<file path="src/rtl/vga_pattern_gen.sv">
// Pixel source behind vga_controller: rebuilds pixel coordinates from its
// sync/enable stream and emits a registered 12-bit RGB pixel with re-aligned syncs.
module vga_pattern_gen #(
    parameter int H_ACTIVE        = 640,
    parameter int V_ACTIVE        = 480,
    parameter int PIX_DIV         = 4,
    parameter int BOX_SIZE        = 32,
    parameter int BOX_STEP        = 2,
    parameter int SYNC_ACTIVE_LOW = 1
) (
    input  logic        clk,
    input  logic        reset,
    input  logic        h_sync,
    input  logic        v_sync,
    input  logic        video_enable,
    input  logic [1:0]  mode,
    input  logic [11:0] solid_color,
    output logic [11:0] rgb,
    output logic        h_sync_out,
    output logic        v_sync_out,
    output logic [9:0]  pixel_x,
    output logic [9:0]  pixel_y
);

    localparam int              DIV_W     = (PIX_DIV > 1) ? $clog2(PIX_DIV) : 1;
    localparam logic [DIV_W-1:0] DIV_LAST = DIV_W'(PIX_DIV - 1);
    localparam logic            SYNC_IDLE = (SYNC_ACTIVE_LOW != 0);
    localparam logic [9:0]      X_LAST    = 10'(H_ACTIVE - 1);
    localparam logic [9:0]      Y_LAST    = 10'(V_ACTIVE - 1);
    localparam logic [9:0]      BAR_W     = 10'(H_ACTIVE / 8);
    localparam logic [10:0]     H_LIM     = 11'(H_ACTIVE);
    localparam logic [10:0]     V_LIM     = 11'(V_ACTIVE);
    localparam logic [10:0]     SIZE11    = 11'(BOX_SIZE);
    localparam logic [10:0]     STEP11    = 11'(BOX_STEP);

    logic [DIV_W-1:0] div_cnt;
    logic             ve_q;
    logic             vs_q;
    logic [1:0]       mode_q;
    logic [9:0]       box_x;
    logic [9:0]       box_y;
    logic             dir_x_neg;
    logic             dir_y_neg;
    logic             vs_edge;
    logic             ve_fall;
    logic [10:0]      box_x_nxt;
    logic [10:0]      box_y_nxt;
    logic [11:0]      pattern_p0;

    function automatic logic [9:0] sat_inc(input logic [9:0] v, input logic [9:0] lim);
        return (v == lim) ? v : v + 10'd1;
    endfunction

    // Returns {negative_direction, position}; bounces clamp the box flush to the edge.
    function automatic logic [10:0] box_move(input logic [9:0] pos, input logic neg,
                                             input logic [10:0] lim);
        logic [10:0] p;
        logic [10:0] t;
        p = {1'b0, pos};
        if (!neg) begin
            if (p + STEP11 + SIZE11 > lim) begin
                t = lim - SIZE11;
                return {1'b1, t[9:0]};
            end
            t = p + STEP11;
            return {1'b0, t[9:0]};
        end
        if (p < STEP11) return 11'd0;
        t = p - STEP11;
        return {1'b1, t[9:0]};
    endfunction

    function automatic logic [11:0] bar_color(input logic [9:0] x);
        case (x / BAR_W)
            10'd0:   return 12'hFFF;
            10'd1:   return 12'hFF0;
            10'd2:   return 12'h0FF;
            10'd3:   return 12'h0F0;
            10'd4:   return 12'hF0F;
            10'd5:   return 12'hF00;
            10'd6:   return 12'h00F;
            default: return 12'h000;
        endcase
    endfunction

    function automatic logic in_span(input logic [9:0] v, input logic [9:0] lo);
        return ({1'b0, v} >= {1'b0, lo}) && ({1'b0, v} < {1'b0, lo} + SIZE11);
    endfunction

    assign vs_edge   = (v_sync != SYNC_IDLE) && (vs_q == SYNC_IDLE);
    assign ve_fall   = ve_q && !video_enable;
    assign box_x_nxt = box_move(box_x, dir_x_neg, H_LIM);
    assign box_y_nxt = box_move(box_y, dir_y_neg, V_LIM);

    always_comb begin
        pattern_p0 = 12'h000;
        case (mode_q)
            2'd0: pattern_p0 = bar_color(pixel_x);
            2'd1: pattern_p0 = (pixel_x[5] ^ pixel_y[5]) ? 12'hFFF : 12'h000;
            2'd2: pattern_p0 = (in_span(pixel_x, box_x) && in_span(pixel_y, box_y))
                               ? 12'hF00 : 12'h00F;
            default: pattern_p0 = solid_color;
        endcase
    end

    // Coordinate tracking; a frame start outranks a coincident line end.
    always_ff @(posedge clk or posedge reset) begin
        if (reset) begin
            div_cnt <= '0;
            pixel_x <= '0;
            pixel_y <= '0;
            ve_q    <= 1'b0;
            vs_q    <= SYNC_IDLE;
        end else begin
            ve_q <= video_enable;
            vs_q <= v_sync;
            if (!video_enable || div_cnt == DIV_LAST) div_cnt <= '0;
            else                                      div_cnt <= div_cnt + 1'b1;
            if (ve_fall)                                   pixel_x <= '0;
            else if (video_enable && div_cnt == DIV_LAST) pixel_x <= sat_inc(pixel_x, X_LAST);
            if (vs_edge)      pixel_y <= '0;
            else if (ve_fall) pixel_y <= sat_inc(pixel_y, Y_LAST);
        end
    end

    always_ff @(posedge clk or posedge reset) begin
        if (reset) begin
            mode_q    <= 2'd0;
            box_x     <= '0;
            box_y     <= '0;
            dir_x_neg <= 1'b0;
            dir_y_neg <= 1'b0;
        end else if (vs_edge) begin
            mode_q                <= mode;
            {dir_x_neg, box_x}    <= box_x_nxt;
            {dir_y_neg, box_y}    <= box_y_nxt;
        end
    end

    // ---- output stage: pixel and syncs leave together, one clk after sampling ----
    always_ff @(posedge clk or posedge reset) begin
        if (reset) begin
            rgb        <= 12'h000;
            h_sync_out <= SYNC_IDLE;
            v_sync_out <= SYNC_IDLE;
        end else begin
            rgb        <= video_enable ? pattern_p0 : 12'h000;
            h_sync_out <= h_sync;
            v_sync_out <= v_sync;
        end
    end

endmodule

</file>
<file path="config.mk">
export PLATFORM = sky130hd
export DESIGN_NAME = vga_pattern_gen
export DESIGN_NICKNAME = d
export VERILOG_FILES = /design/src/rtl/vga_pattern_gen.sv
export SDC_FILE = /design/constraint.sdc
export NUM_CORES = 1
export LEC_CHECK = 0
export BUFFER_PORTS_ARGS = -buffer_cell sky130_fd_sc_hd__buf_2
export CAP_MARGIN = 20
export CELL_PAD_IN_SITES_DETAIL_PLACEMENT = 2
export CELL_PAD_IN_SITES_GLOBAL_PLACEMENT = 2
export CORE_AREA = 4 4 162 86
export CTS_CLUSTER_DIAMETER = 80
export CTS_CLUSTER_SIZE = 40
export DETAILED_ROUTE_END_ITERATION = 8
export DIE_AREA = 0 0 166 90
export HOLD_SLACK_MARGIN = 0.06
export PLACE_DENSITY = 0.91
export SYNTH_ARGS = -nofsm -noshare
export SYNTH_HDL_FRONTEND = slang
export SYNTH_SLANG_ARGS = --single-unit
</file>
<file path="constraint.sdc">
create_clock -name clk -period 9.05 [get_ports clk]
set_clock_uncertainty 0.2 [all_clocks]
set_input_delay 2.715 -clock clk [delete_from_list [all_inputs] [get_ports clk]]
set_output_delay 2.715 -clock clk [all_outputs]
set_load 0.1 [all_outputs]
</file>
# ---- Yosys cells after proc, flatten, opt, wreduce, memory -nomap -nowiden
# Cells that the tools add are included.
dict set report op_classes {
  div 1
  n_reduce_logical 14
  n_eq_ne 13
  order_cmp 8
  bitwise 2
  n_mux 32
  n_addsub 11
}
# op count
set op_table {}
lappend op_table {{11-bit 2-to-1 mux} 12}
lappend op_table {{12-bit case mux with 7 select lines} 1}
lappend op_table {{10-bit 2-to-1 mux} 6}
lappend op_table {{12-bit 2-to-1 mux} 3}
lappend op_table {{12-bit case mux with 3 select lines} 1}
lappend op_table {{10-bit by 3-bit == test with 1-bit output (second input constant)} 3}
lappend op_table {{10-bit by 2-bit adder with 11-bit output (second input constant)} 2}
lappend op_table {{10-bit by 6-bit adder with 11-bit output (second input constant)} 2}
lappend op_table {{11-bit by 6-bit adder with 11-bit output (second input constant)} 2}
lappend op_table {{10-bit by 11-bit < comparator with 1-bit output} 2}
lappend op_table {{10-bit by 1-bit adder with 10-bit output (second input constant)} 2}
lappend op_table {{10-bit by 2-bit == test with 1-bit output (second input constant)} 2}
lappend op_table {{10-bit >= comparator} 2}
lappend op_table {{10-bit by 2-bit < comparator with 1-bit output (second input constant)} 2}
lappend op_table {{10-bit by 2-bit subtractor with 10-bit output (second input constant)} 2}
lappend op_table {{11-bit by 10-bit greater-than comparator with 1-bit output (second input constant)} 1}
lappend op_table {{11-bit by 9-bit greater-than comparator with 1-bit output (second input constant)} 1}
lappend op_table {{10-bit by 7-bit divider with 10-bit output (second input constant)} 1}
lappend op_table {{10-bit by 1-bit == test with 1-bit output (second input constant)} 1}
lappend op_table {{10-bit == test (second input constant)} 1}
lappend op_table {{10-bit by 9-bit == test with 1-bit output (second input constant)} 1}
lappend op_table {{10-bit logical NOT} 1}
lappend op_table {{1-bit 2-to-1 mux} 8}
lappend op_table {{1-bit logical AND} 6}
lappend op_table {{other kinds (12)} 16}
dict set report totals {
  wordCells 93
  input_bits 19
  ff_bits 61
  out_inout_bits 34
}

# ---- Longest topological paths before layout
dict set report depth {
  depth_word 10
  depth_mapped 13
  depth_no_buf 12
}

# ---- Least setup slack after synthesis
# OpenSTA, ideal clock, no wires.
dict set report synth_timing {
  kind {in2reg}
  startpoint {in video_enable}
  endpoint {reg pixel_x[9]}
  setup_ns 0.132
  setup_slack_ns 4.735
  cell_stages 7
  path_buffers 1
  t_arrival_ns 3.984
  path_cell_list {clkbuf_1 -> nand2_1 -> a31oi_1 -> and3_1 -> nand4_1 -> xnor2_1 -> nor2_1}
}
dict set report synth_via {
  elab_chain_len 4
}
# element line
set synth_rtl {}
lappend synth_rtl {{from (decl)} 15} ;# input logic video_enable,
lappend synth_rtl {{1-bit logical NOT} 91} ;# assign ve_fall = ve_q && !video_enable;
lappend synth_rtl {{1-bit logical AND} 91}
lappend synth_rtl {{2-bit inequality test (no line) / 2-bit nonzero test (equally long branches)} --}
lappend synth_rtl {{2-bit AND reduction (no line)} --}
lappend synth_rtl {{to (signal assigned)} 120} ;# else if (video_enable && div_cnt == DIV_LAST) pixel_x <= sat_inc(pixel_x, X_LAST);
lappend synth_rtl {{to (decl)} 21} ;# output logic [9:0] pixel_x,
# Several ways; a longest one is shown, not always the timed one.
# A chain may end at the register's enable or synchronous reset.

# ---- Worst setup path in the final report
dict set report layout_timing {
  startpoint {in video_enable}
  endpoint {reg pixel_y[8]}
}
dict set report layout_via {
  elab_chain_len 4
}
# element line
set layout_rtl {}
lappend layout_rtl {{1-bit logical NOT} 91}
lappend layout_rtl {{1-bit logical AND} 91}
lappend layout_rtl {{2-bit nonzero test (no line)} --}
lappend layout_rtl {{2-bit AND reduction (no line)} --}
lappend layout_rtl {{to (signal assigned)} 122} ;# else if (ve_fall) pixel_y <= sat_inc(pixel_y, Y_LAST);
lappend layout_rtl {{to (decl)} 22} ;# output logic [9:0] pixel_y
# No other way between the ends.

==> flow_summary_export.csv <==
group,metric,value,unit
run_status,status,"finished clean",
die,row_count,29,
yosys,synth.avg_cell_area,8.562,um^2
pwr,vdd_drop_max,0.1043,mV
yosys,synth_area,0.004795,mm^2
worst_setup_path,worstPathArrival,5.24,ns
die,die_y,90,um
pwr,leakagePower,2.488,nW
yosys,async_flop_share,100.0,%
die,dieArea,0.01494,mm^2
clock_tree,path_clk_slew,0.06,ns
global_routing,first_global_vias,5385,
routing,drt-met1-wl,8113,um
yosys,synth_seq_area_share,30.85,%
yosys,synth_top_cell_area_share,29.75,%
die,coreArea,0.01245,mm^2
clock_tree,cts_buffers,9,
worst_setup_path,crit_type,"input port to flip-flop",
sta,final.period_utilization,57.85,%
clock_tree,htree_num_levels,3,
routing,wl_met2,10030,um
worst_setup_path,crit_family,"simple AND/OR/NAND/NOR gates",
clock_tree,cts_tree,"built",
routing,drt_first_pass_iters,4,
routing,via_per_inst,6.220,
clock_tree,hold_buffers,0,
worst_setup_path,endpoint_kind,"flip-flop",
die,ios,53,
hold_path,hp-class,"flip-flop to flip-flop",
die,start_util,38.52,%
sta,min_period,5.235,ns
sta,rsz0062_at_grt,"false",
yosys,synth_edf_count,0,
yosys,synth_common_cells,"nor2_1, dfrtp_1, nand2_1",
routing,wire_per_inst,25.78,um
final_layout,n_fill_cell,1349,
clock_tree,cts_sinks,59,
placement,post-dp-hpwl,12240,um
global_routing,antenna_found_initial,0,
sta,worstMarginPinSlew,0.9179,ns
routing,wl_met3,888,um
final_layout,stdcell_area,0.005456,mm^2
routing,route.detailed.drc,0,
yosys,synth_cells,560,
yosys,ys_types,86,
worst_setup_path,worstSetupStartpointType,"input port",
global_routing,grt_max_degree,59,
clock_tree,worst_skew_pair.late_latency,0.35,ns
worst_setup_path,cp_data_required_time,9.06,ns
die,die_w,166,um
sta,slew_violations,0,
routing,drtIter0Drc,417,
final_layout,drive_gt1_share,16.31,%
global_routing,track_usage,26.68,%
pwr,power,0.001456,W
yosys,synthTopCellsByArea,"dfrtp_1, ha_1, nor2_1, xnor2_1, nand2_1",
worst_setup_path,critPathMaxFanout,12,
sta,finalSetupTns,0,ns
placement,portBuffers,52,
yosys,yosys_warnings,0,
yosys,yosys.area.top_type,"dfrtp_1",
yosys,syn_nets,622,
clock_tree,cts_setup_buffers,0,
clock_tree,clock-root-buffer,"clkbuf_16",
routing,top_layer_used,"met4",
global_routing,grt_overflow,0,
final_layout,fin_util,43.84,%
yosys,ys_ff_latch,59,
placement,gp_congestion,0.8146,
worst_setup_path,critPathBufInv,2,
sta,finalHoldViolCount,0,
routing,ant_nets,0,
worst_setup_path,worstPathCellList,"buf_2 > nor2b_1 > inv_1 > a41oi_1 > nand4_1 > nor3_1 > xnor2_1 > nor2_1",
final_layout,antenna_cells,0,
final_layout,area_growth_syn_to_layout,13.80,%
routing,num_vias,4796,
final_layout,num-nets-final,658,
sta,clock.fmax,0.1910,GHz
placement,placed_area,0.005130,mm^2
yosys,synth_ff_type,"dfrtp_1",
pwr,power_density,266.9,mW/mm^2
clock_tree,cts-resized-gates,0,
worst_setup_path,cp_slowest_cell,"nor2b_1",
sta,finalSetupViolCount,0,
job,max_cap_viol_count,0,
routing,wirelength,19880,um
worst_setup_path,crit_path_max_incr_delay,0.68,ns
yosys,post-synth-top-count-cell,"nor2_1",
sta,slew-limit-headroom,37.22,%
global_routing,grt_pass1_wl,31660,um
clock_tree,clockBufferDepth,2,
[final cells by class]
class | count | area [um^2] | share of cell area (%)
Timing Repair Buffer | 55 | 282.8 | 5.182
Tap cell | 170 | 212.7 | 3.898
Clock inverter | 7 | 101.3 | 1.857
Inverter | 37 | 141.4 | 2.591
Multi-Input combinational cell | 434 | 3014 | 55.24
Sequential cell | 59 | 1479 | 27.10
Clock buffer | 9 | 225.2 | 4.127
[placed cells by master (no fill, tap or decap), drive strengths merged, types with 3 or more instances in the layout]
cell type,count
inv,38
o31ai,5
a31oi,4
clkbuf,9
nor2b,5
nand2,50
a2111oi,4
a22oi,5
nor3b,5
o311ai,3
o21a,4
nand4,16
buf,55
a22o,3
xnor2,23
nor2,62
xor2,14
dfrtp,57
and3,6
and4,6
a211oi,4
a221oi,3
or3,5
o21ai,36
ha,43
nand2b,4
nor3,21
nand3b,4
a21o,4
a21oi,23
o211ai,4
a211o,3
o22ai,8
nand3,14
[per-stage QoR]
| step | hold WS (ns) | setup slack [ns] | cells |
|---|---|---|---|
| 6_report | 0.2763 | 3.815 | 771 |
| 5_1_grt | 0.2960 | 3.521 | 771 |
| 4_1_cts | 0.2676 | 3.835 | 771 |
| 3_5_place_dp | 0.2457 | 3.610 | 755 |
| 3_3_place_gp | 0.2251 | 3.772 | 755 |
| 2_1_floorplan | 0.2139 | 4.682 | 560 |
[state kept, by name (all words and copies together) (netlist names)]
name        flops
rgb            12
pixel_x        10
pixel_y        10
box_x           9
box_y           9
div_cnt         2
mode_q          2
dir_x_neg       1
dir_y_neg       1
h_sync_out      1
v_sync_out      1
ve_q            1
[kinds of logic after synthesis]
family	Yosys count	share of synthesized area, %
simple gates	211	22.81
fa+ha+maj	44	11.43
flops	59	30.85
mux	4	0.9655
compound gates	138	20.85
xor+xnor	37	6.759
buf+inv	67	6.341
[final timing paths]
kind | startpoint | to | slack [ns] | cells after the start
hold reg to reg | div_cnt[0]$_DFF_PP0_ | div_cnt[0]$_DFF_PP0_ | 0.28 | 1
setup / recovery | video_enable | pixel_y[8]$_DFFE_PP0P_ | 3.81 | 8
min in group asynchronous | reset | h_sync_out$_DFF_PP1_ | 2.16 | 2
setup reg to reg | box_x[1]$_DFFE_PP0P_ | box_x[6]$_DFFE_PP0P_ | 4.66 | 12
hold / removal | div_cnt[0]$_DFF_PP0_ | div_cnt[0]$_DFF_PP0_ | 0.28 | 1
max in group asynchronous | reset | box_y[6]$_DFFE_PP0P_ | 5.69 | 3
[per-layer routing]
metal,global-route usage (%),vias to the layer above
met2,46.07,162
met5,0,-
met4,12.97,0
met3,6.310,69
met1,31.35,2475
li1,-,2090
[power breakdown]
group	leakage, nW	switching, W	total [W]	internal [W]
sequential	0.746	0.000125	0.000435	0.000310
clock	0.152	0.000145	0.000388	0.000243
combinational	1.59	0.000433	0.000634	0.000201
total	2.49	0.000703	0.00146	0.000753
Power figures use the tool's default switching activity.
